$ cat src/rtl/rv_decode_pkg.sv
// rv_decode_pkg: shared types for the RV32I decode stage.
//   t_rv_opcode : legal RV32I major opcodes
//   t_rv_instr  : raw instruction split into its fixed bit fields
//   t_uop       : micro-operation selector
//   t_uinstr    : registered decode result presented in DE1
//   alu_op()    : maps funct3 plus the alternate bit to an ALU uop
package rv_decode_pkg;

    typedef enum logic [6:0] {
        OP_LUI    = 7'b0110111,
        OP_AUIPC  = 7'b0010111,
        OP_JAL    = 7'b1101111,
        OP_JALR   = 7'b1100111,
        OP_BRANCH = 7'b1100011,
        OP_LOAD   = 7'b0000011,
        OP_STORE  = 7'b0100011,
        OP_ALU_I  = 7'b0010011,
        OP_ALU_R  = 7'b0110011,
        OP_FENCE  = 7'b0001111,
        OP_SYSTEM = 7'b1110011
    } t_rv_opcode;

    // The opcode field stays plain logic because illegal encodings must be representable.
    typedef struct packed {
        logic [6:0] funct7;
        logic [4:0] rs2;
        logic [4:0] rs1;
        logic [2:0] funct3;
        logic [4:0] rd;
        logic [6:0] opcode;
    } t_rv_instr;

    // U_NOP is zero so that an all-zero uop is the reset value.
    typedef enum logic [4:0] {
        U_NOP   = 5'd0,
        U_ADD   = 5'd1,
        U_SUB   = 5'd2,
        U_SLL   = 5'd3,
        U_SLT   = 5'd4,
        U_SLTU  = 5'd5,
        U_XOR   = 5'd6,
        U_SRL   = 5'd7,
        U_SRA   = 5'd8,
        U_OR    = 5'd9,
        U_AND   = 5'd10,
        U_LUI   = 5'd11,
        U_AUIPC = 5'd12,
        U_JAL   = 5'd13,
        U_JALR  = 5'd14,
        U_BR    = 5'd15,
        U_LD    = 5'd16,
        U_ST    = 5'd17,
        U_FENCE = 5'd18,
        U_SYS   = 5'd19
    } t_uop;

    typedef struct packed {
        t_uop        uop;
        logic        illegal;
        logic        uses_rs1;
        logic        uses_rs2;
        logic        writes_rd;
        logic [6:0]  opcode;
        logic [2:0]  funct3;
        logic [6:0]  funct7;
        logic [4:0]  rd;
        logic [4:0]  rs1;
        logic [4:0]  rs2;
        logic [31:0] imm;
    } t_uinstr;

    // alt selects SUB (funct3=000) or SRA (funct3=101); ignored elsewhere.
    function automatic t_uop alu_op(input logic [2:0] f3, input logic alt);
        t_uop op;
        case (f3)
            3'b000:  op = alt ? U_SUB : U_ADD;
            3'b001:  op = U_SLL;
            3'b010:  op = U_SLT;
            3'b011:  op = U_SLTU;
            3'b100:  op = U_XOR;
            3'b101:  op = alt ? U_SRA : U_SRL;
            3'b110:  op = U_OR;
            default: op = U_AND;
        endcase
        return op;
    endfunction

endpackage

$ cat src/rtl/rv_decode_if.sv
// rv_decode_if: DE0 -> DE1 decode bus.
//   instr_de0  : raw instruction entering decode
//   uinstr_de1 : registered micro-instruction leaving decode
//   master     : fetch side (drives instr_de0)
//   slave      : decode stage (drives uinstr_de1)
interface rv_decode_if;
    import rv_decode_pkg::*;

    t_rv_instr instr_de0;
    t_uinstr   uinstr_de1;

    modport master (output instr_de0, input uinstr_de1);
    modport slave  (input instr_de0, output uinstr_de1);
endinterface

$ cat src/rtl/rv_imm_gen.sv
// rv_imm_gen: combinational immediate extraction for RV32I.
//   i_instr : raw instruction
//   o_imm   : 32-bit immediate, sign-extended from instr[31]; 0 for R/FENCE/unknown
module rv_imm_gen
    import rv_decode_pkg::*;
(
    input  t_rv_instr   i_instr,
    output logic [31:0] o_imm
);

    logic [31:0] w_ins;
    assign w_ins = i_instr;

    always_comb begin
        o_imm = '0;
        case (i_instr.opcode)
            OP_LOAD, OP_JALR, OP_SYSTEM:
                o_imm = {{20{w_ins[31]}}, w_ins[31:20]};
            OP_ALU_I:
                // Shift-immediates carry only a 5-bit shamt; funct7 bits are not part of it.
                if (i_instr.funct3 == 3'b001 || i_instr.funct3 == 3'b101)
                    o_imm = {27'b0, w_ins[24:20]};
                else
                    o_imm = {{20{w_ins[31]}}, w_ins[31:20]};
            OP_STORE:
                o_imm = {{20{w_ins[31]}}, w_ins[31:25], w_ins[11:7]};
            OP_BRANCH:
                o_imm = {{19{w_ins[31]}}, w_ins[31], w_ins[7], w_ins[30:25], w_ins[11:8], 1'b0};
            OP_LUI, OP_AUIPC:
                o_imm = {w_ins[31:12], 12'b0};
            OP_JAL:
                o_imm = {{11{w_ins[31]}}, w_ins[31], w_ins[19:12], w_ins[20], w_ins[30:21], 1'b0};
            default:
                o_imm = '0;
        endcase
    end

endmodule

$ cat src/rtl/rv_decode.sv
// rv_decode: RV32I decode stage, one-cycle latency DE0 -> DE1, no stall.
//   clk   : core clock
//   reset : synchronous active-high reset, clears the DE1 uop to all zero
//   bus   : rv_decode_if.slave (instr_de0 in, uinstr_de1 out)
module rv_decode
    import rv_decode_pkg::*;
(
    input  logic        clk,
    input  logic        reset,
    rv_decode_if.slave  bus
);

    t_rv_instr   w_ins;
    logic [31:0] w_imm;
    t_uinstr     w_dec;
    t_uinstr     r_uinstr;
    t_uop        w_op;
    logic        w_rs1;
    logic        w_rs2;
    logic        w_wr;
    logic        w_ill;

    assign w_ins = bus.instr_de0;

    rv_imm_gen u_imm_gen (
        .i_instr (w_ins),
        .o_imm   (w_imm)
    );

    always_comb begin
        w_op  = U_NOP;
        w_rs1 = 1'b0;
        w_rs2 = 1'b0;
        w_wr  = 1'b0;
        w_ill = 1'b0;
        case (w_ins.opcode)
            OP_ALU_R: begin
                w_rs1 = 1'b1;
                w_rs2 = 1'b1;
                w_wr  = 1'b1;
                if (w_ins.funct7 == 7'b0000000)
                    w_op = alu_op(w_ins.funct3, 1'b0);
                else if (w_ins.funct7 == 7'b0100000 &&
                         (w_ins.funct3 == 3'b000 || w_ins.funct3 == 3'b101))
                    w_op = alu_op(w_ins.funct3, 1'b1);
                else
                    w_ill = 1'b1;
            end
            OP_ALU_I: begin
                w_rs1 = 1'b1;
                w_wr  = 1'b1;
                // No SUBI exists, so the alternate bit only matters for the right shift.
                w_op  = alu_op(w_ins.funct3,
                               (w_ins.funct3 == 3'b101) && (w_ins.funct7 == 7'b0100000));
            end
            OP_LUI: begin
                w_wr = 1'b1;
                w_op = U_LUI;
            end
            OP_AUIPC: begin
                w_wr = 1'b1;
                w_op = U_AUIPC;
            end
            OP_JAL: begin
                w_wr = 1'b1;
                w_op = U_JAL;
            end
            OP_JALR: begin
                w_rs1 = 1'b1;
                w_wr  = 1'b1;
                w_op  = U_JALR;
                w_ill = (w_ins.funct3 != 3'b000);
            end
            OP_BRANCH: begin
                w_rs1 = 1'b1;
                w_rs2 = 1'b1;
                w_op  = U_BR;
                w_ill = (w_ins.funct3 == 3'b010) || (w_ins.funct3 == 3'b011);
            end
            OP_LOAD: begin
                w_rs1 = 1'b1;
                w_wr  = 1'b1;
                w_op  = U_LD;
                w_ill = (w_ins.funct3 == 3'b011) || (w_ins.funct3 == 3'b110) ||
                        (w_ins.funct3 == 3'b111);
            end
            OP_STORE: begin
                w_rs1 = 1'b1;
                w_rs2 = 1'b1;
                w_op  = U_ST;
                w_ill = (w_ins.funct3 > 3'b010);
            end
            OP_FENCE: begin
                w_op = U_FENCE;
            end
            OP_SYSTEM: begin
                w_rs1 = 1'b1;
                w_wr  = 1'b1;
                w_op  = U_SYS;
            end
            default: begin
                w_ill = 1'b1;
            end
        endcase

        w_dec           = '0;
        w_dec.opcode    = w_ins.opcode;
        w_dec.funct3    = w_ins.funct3;
        w_dec.funct7    = w_ins.funct7;
        w_dec.rd        = w_ins.rd;
        w_dec.rs1       = w_ins.rs1;
        w_dec.rs2       = w_ins.rs2;
        w_dec.imm       = w_imm;
        w_dec.illegal   = w_ill;
        // An illegal instruction must not touch the register file or scoreboard.
        w_dec.uop       = w_ill ? U_NOP : w_op;
        w_dec.uses_rs1  = w_rs1 & ~w_ill;
        w_dec.uses_rs2  = w_rs2 & ~w_ill;
        w_dec.writes_rd = w_wr & ~w_ill & (w_ins.rd != 5'd0);
    end

    always_ff @(posedge clk) begin
        if (reset)
            r_uinstr <= '0;
        else
            r_uinstr <= w_dec;
    end

    assign bus.uinstr_de1 = r_uinstr;

endmodule

$ cat src/flat_wrapper.sv
// flat-port wrapper written by rule: the top's interface ports become plain ports
module rv_decode_flat import rv_decode_pkg::*;
  (clk, reset, bus_instr_de0, bus_uinstr_de1);
  rv_decode_if bus_i ();
  input  logic clk;
  input  logic reset;
  input wire logic [$bits(bus_i.instr_de0)-1:0] bus_instr_de0;
  output wire logic [$bits(bus_i.uinstr_de1)-1:0] bus_uinstr_de1;
  assign bus_i.instr_de0 = bus_instr_de0;
  assign bus_uinstr_de1 = bus_i.uinstr_de1;
  rv_decode u_core (.clk(clk), .reset(reset), .bus(bus_i));
endmodule
$ cat config.mk
export PLATFORM = sky130hd
export DESIGN_NAME = rv_decode_flat
export DESIGN_NICKNAME = d
export VERILOG_FILES = /design/src/rtl/rv_decode_pkg.sv /design/src/rtl/rv_decode_if.sv /design/src/rtl/rv_imm_gen.sv /design/src/rtl/rv_decode.sv /design/src/flat_wrapper.sv
export SDC_FILE = /design/constraint.sdc
export NUM_CORES = 1
export LEC_CHECK = 0
export BUFFER_PORTS_ARGS = -buffer_cell sky130_fd_sc_hd__buf_4
export CELL_PAD_IN_SITES_DETAIL_PLACEMENT = 2
export CELL_PAD_IN_SITES_GLOBAL_PLACEMENT = 2
export CORE_UTILIZATION = 29
export DETAILED_ROUTE_END_ITERATION = 6
export PLACE_DENSITY = 0.88
export SYNTH_ARGS = -nofsm -noshare
export SYNTH_HDL_FRONTEND = slang
export SYNTH_HIERARCHICAL = 1
export SYNTH_SLANG_ARGS = --single-unit
$ cat constraint.sdc
create_clock -name clk -period 2.4 [get_ports clk]
set_clock_uncertainty 0.1 [all_clocks]
set_input_delay 0.24 -clock clk [delete_from_list [all_inputs] [get_ports clk]]
set_output_delay 0.24 -clock clk [all_outputs]
set_load 0.1 [all_outputs]
Word-level counts from Yosys, hierarchy flattened
Cells that the tools add are included.
Storage, ports and cells
  register bits after elaboration: 73
  input bits: 34
  word-level logic and storage cells: 71
  output and inout bits: 73
Operators by class
  bitwise operators: 5
  reductions and logical operators: 18
  equal/unequal tests: 19
  muxes and demuxes: 16
  $lt $le $gt $ge: 1
Operators with widths (number)
  case mux 32 bit (6 select lines): 1
  case mux 4 bit (7 select lines): 2
  case mux 5 bit (11 select lines): 1
  case mux 5 bit (7 select lines): 1
  2-to-1 mux 32 bit: 1
  equality test 7 x 6 -> 1 bit (second input constant): 4
  equality test 7 bit (second input constant): 4
  equality test 7 x 5 -> 1 bit (second input constant): 2
  equality test 3 bit (second input constant): 4
  2-to-1 mux 5 bit: 2
  OR reduction 8 bit: 1
  equality test 7 x 2 -> 1 bit (second input constant): 1
  equality test 7 x 4 -> 1 bit (second input constant): 1
  logical NOT 7 bit: 1
  OR reduction 7 bit: 1
  equality test 3 x 2 -> 1 bit (second input constant): 2
  case mux 1 bit (6 select lines): 1
  OR reduction 3 bit: 2
  OR reduction 6 bit: 1
  logical OR 1 bit: 5
  2-to-1 mux 1 bit: 5
  nonzero test 5 bit: 1
  bitwise AND 1 bit: 4
  2-to-1 mux 4 bit: 1
  8 further kinds: 10

Logic depth before layout (Yosys ltp)
  word-level depth: 9
  mapped depth: 7

Cells and area by module
Netlist, hierarchy kept.
Modules (own cells, without submodules)
  rv_decode: sequential area each 1461.4 µm², area each 2492.4 µm², cells each 240, instances 1
  rv_imm_gen: sequential area each 0.0 µm², area each 595.6 µm², cells each 84, instances 1

Least setup slack after synthesis
Ideal clock, no wire load.
  path type: input to register
  start: in bus_instr_de0[26]
  end: reg u_core.r_uinstr, in the netlist u_core/bus.uinstr_de1[66]
  path slack: 0.517 ns
  stages on the path: 6
  library setup time: 0.087 ns
  data arrival time: 1.696 ns
  cells stage by stage: or4_4 nor3_2 a21oi_1 or4_1 buf_6 nor4b_4
Between the ends
  cells in the longest elaborated chain, start to end: 7
  elaborated cells on any way between the ends: 8
  those cells by class: eq/ne: 1; mux: 3; bitwise: 2; reduce/logical: 2
Ends and longest elaborated chain
  start: declaration: line flat_wrapper.sv:7  | input wire logic [$bits(bus_i.instr_de0)-1:0] bus_instr_de0;
  equality test 7 x 6 -> 1 bit: line rv_decode.sv:43  | else if (w_ins.funct7 == 7'b0100000 &&
  logical AND 1 bit: line rv_decode.sv:43
  2-to-1 mux 1 bit: line rv_decode.sv:43
  2-to-1 mux 1 bit *: line rv_decode.sv:41  | if (w_ins.funct7 == 7'b0000000)
  case mux 1 bit (6 select lines) *: line rv_decode.sv:36  | case (w_ins.opcode)
  inverter 1 bit *: line rv_decode.sv:117  | w_dec.uses_rs1 = w_rs1 & ~w_ill;
  bitwise AND 1 bit *: line rv_decode.sv:117
  end signal: assignment: line rv_decode.sv:126  | r_uinstr <= w_dec;
  end: declaration: line rv_decode.sv:16  | t_uinstr r_uinstr;
Every way passes the cells marked *; elsewhere a longest branch is shown, timed or not.
A chain may end at the register's enable or synchronous reset.

Worst setup path in the final report
  start: in bus_instr_de0[26]
  end: reg u_core.r_uinstr, in the netlist u_core/bus.uinstr_de1[65]
Between the ends
  cells in the longest elaborated chain, start to end: 7
  elaborated cells on any way between the ends: 8
  those cells by class: eq/ne: 1; mux: 3; bitwise: 2; reduce/logical: 2
Ends and longest elaborated chain
  equality test 7 x 6 -> 1 bit: line rv_decode.sv:43
  logical AND 1 bit: line rv_decode.sv:43
  2-to-1 mux 1 bit: line rv_decode.sv:43
  2-to-1 mux 1 bit *: line rv_decode.sv:41
  case mux 1 bit (6 select lines) *: line rv_decode.sv:36
  inverter 1 bit *: line rv_decode.sv:118  | w_dec.uses_rs2 = w_rs2 & ~w_ill;
  bitwise AND 1 bit *: line rv_decode.sv:118
Marks and branches as above.

==> results.md <==
Logic synthesis:
- The mean instance size in the synthesized netlist is 9.53 um^2.
- The total nets after synthesis is 358.
- The synthesized flop and latch total is 73.
- The combined area of all synthesized cells is 0.00309 mm^2.
- The number of enable-type register cells in the synthesized netlist is 0.
- During synthesis, Yosys emitted a total of 6 warnings.
- The number of distinct library cell variants in the gate-level netlist after synthesis is 57.
- Synthesis handed over a netlist of 324 instances.
- Among all flip-flop cells after synthesis, the most frequent one is dfxtp_1.
- The synthesized design devotes to its leading area cell type 47.3% of total area.
- After synthesis, the cell types taking the most area are dfxtp_1 47%, nor2b_1 14%, a21o_1 4.9%.
- In the synthesized netlist the async set-or-reset flop fraction comes to 0%.
- Summed over all instances, the cell type with the most area after synthesis is dfxtp_1.
- Of the synthesized area, sequential elements account for 47.3%.

Final layout:
- The repair_antennas step left the layout with diodes totalling 0.
- The synthesis-to-layout area growth is 34.6%.
- The register cell area after layout is 0.00146 mm^2.
- Leaving out fill and tap cells, the most frequent cell in the layout is buf_4.
- The count of fill cells added during filler insertion is 1168.
- Cells with a size suffix above 1 make up 33.0% of the layout.
- The multi-input combinational cells in the finished layout cover a total of 0.00148 mm^2.
- The register with the most flip-flops in the layout has 73 of them.
- Measured on the finished design, the core utilization comes to 40.3%.
- The top cell types in the final layout, fill and taps aside, are 112 x buf_4, 73 x dfxtp_1, 67 x nor2b_1.
- After the last flow step, the layout net total stands at 459.

Hold path:
- The worst min-delay path class is primary input to flip-flop.

Detailed routing:
- The number of search-and-repair iterations in the first detailed-routing pass is 4.
- The met3 layer wire length in the routed design is 336 um.
- The per-cell via count in the routed design is 4.95.
- In the routed design, unresolved DRC markers number 0.
- In this run, the number of DRC markers left after iteration 0 of detailed routing was 128.
- The post-route met1 wirelength is 4360 um.
- The number of nets still failing antenna checks after routing is 0.
- The count of vias placed by the detailed router is 2801.
- After detailed routing, the average wire length per cell comes to 17.2 um.
- Signal routing reaches up to met4.
- The routed wire length on met2 is 4930 um.
- After detailed routing, the total wire length is 9760 um.

Floorplan:
- 107 I/O pins were placed.
- The effective utilization at floorplan is 29.9%.
- The die covers 0.0111 mm^2.
- From left edge to right edge, the die measures 105 um.
- The height of the die is 105 um.
- The cell row count is 37.
- The core region area is 0.0103 mm^2.

Critical path:
- The kind of end point of the critical path is a flip-flop.
- Of all nets on the critical path, the largest fanout is 8.
- The required time at the endpoint of the critical path is 2560 ps.
- Broken down by cell family, the worst path's largest delay share belongs to simple AND/OR/NAND/NOR gates.
- The worst path buffer plus inverter count is 1.
- The largest individual stage delay along the critical path comes from the cell or4_1.
- The critical path in this run is classified as primary input to flip-flop.
- The data arrival time at the worst-slack endpoint is 2060 ps.
- The startpoint class of the critical path is a primary input.
- Traced cell by cell, the critical path runs through buf_4, or4_4, nor3_2, a21oi_1, or4_1, a2111oi_4.
- In this design, the stage delay of the slowest critical-path cell is 640 ps.

Power and ir drop:
- The leakage power is 1.88 nW.
- Power spread over the standard cell area amounts to 657 mW/mm^2.
- VDD sags by at most 267 uV.
- The sum of internal, switching and leakage power is 2.73 mW.

STA:
- Subtracting the final worst setup slack from the clock period gives 1900 ps.
- Dividing the final minimum period by the clock period gives 79.2%.
- The hold violation total from the final report was 0.
- The final-layout setup total negative slack is 0 ps.
- The setup violation total in the final timing report is 0.
- The max-slew violation count came to 0.
- The worst pin sits at a relative slew slack of 56.0%.
- Setup repair after global routing left no endpoint under its margin.
- At the pin with the least slew margin, the transition time is 660 ps.
- The tightest hold margin is 17.0 ps.
- The maximum clock rate is 0.526 GHz.

Place:
- Routability-driven placement finished with a final weighted congestion of 0.773.
- The count of input and output buffers is 106.
- Once detailed placement completed, the half-perimeter wirelength came to 6990 um.

Global route:
- The first global-routing pass estimated 15800 um of wire.
- For this run the aggregate overflow at the end of global routing stands at 0.
- Global routing used 18.1% of the available tracks.
- The via count of the first global-routing pass was 2964.
- The number of antenna violations at the first check in global routing is 0.
- The largest net degree at the start of global routing is 66.

Run status:
- The flow ran to the end, and the final reports show no timing, DRC or antenna violations.

CTS:
- The number of setup buffers added after CTS is 0.
- The CTS root buffer is clkbuf_8.
- The clock sink count is 73.
- The clock edge transition at the registers on the reported setup and hold paths is 90 ps.
- The H-tree was split into 3 levels.
- The number of buffers on the longest clock path is 2.
- TritonCTS built the clock tree.
- Buffers inserted during clock tree synthesis total 9.

Job:
- Max-cap violations in this run came to 0.
## synth_stat cells, drive strengths merged, types with 4 or more instances
cell    count
dfxtp      73
nor2b      67
nor2       21
a21o       20
a21oi      16
clkbuf     12
buf        11
nand2      11
nor3b      10
o21ai       8
nand3       7
a32o        5
inv         5
o22ai       5
nor3        4
or4         4
## what timing repair did
action / in CTS / in global routing
hold buffers: 1 / 0
gates resized for setup: 0 / 0
hold endpoints to repair: 1 / 0
## metrics by stage
step                      setup WS (ps)  area [um^2]  std cells
after floorplan                     517         3090        324
after global placement              177         3980        549
after detailed placement            134         3980        549
after CTS                           514         4160        566
after global routing                415         4160        566
final                               500         4160        566
## final cells by class
type | count | share of cell area (%)
Inverter | 5 | 0.452
Clock inverter | 6 | 1.05
Sequential cell | 73 | 35.2
Timing Repair Buffer | 113 | 20.5
Tap cell | 136 | 4.09
Clock buffer | 10 | 3.07
Multi-Input combinational cell | 223 | 35.7
## cell families (layout without fill, tap and decap cells)
logic type | after synthesis | after routing | synth area share [%]
compound gates | 75 | 75 | 18.6
xor+xnor | 3 | 3 | 0.851
buf+inv | 28 | 134 | 4.62
flops | 73 | 73 | 47.3
simple gates | 145 | 145 | 28.6
## where the power goes
part	leakage, nW	internal, mW	total (mW)	switching, mW
Sequential	0.598	1.25	1.26	0.0108
Combinational	1.20	0.154	0.602	0.448
Clock	0.0866	0.379	0.869	0.490
Total	1.88	1.78	2.73	0.949
## final timing paths
| check | from | end | slack [ps] | cells after the start |
|---|---|---|---|---|
| worst max-delay path | bus_instr_de0[26] | u_core/bus.uinstr_de1[65] | 500 | 6 |
| worst min-delay path | bus_instr_de0[15] | u_core/bus.uinstr_de1[37] | 20 | 2 |
## per-layer routing
metal	global-route usage (%)	up-vias
li1	-	1326
met3	3.62	12
met1	22.4	1395
met2	31.3	68
met5	0	-
met4	6.14	0
(Power assumes the default switching activity.)
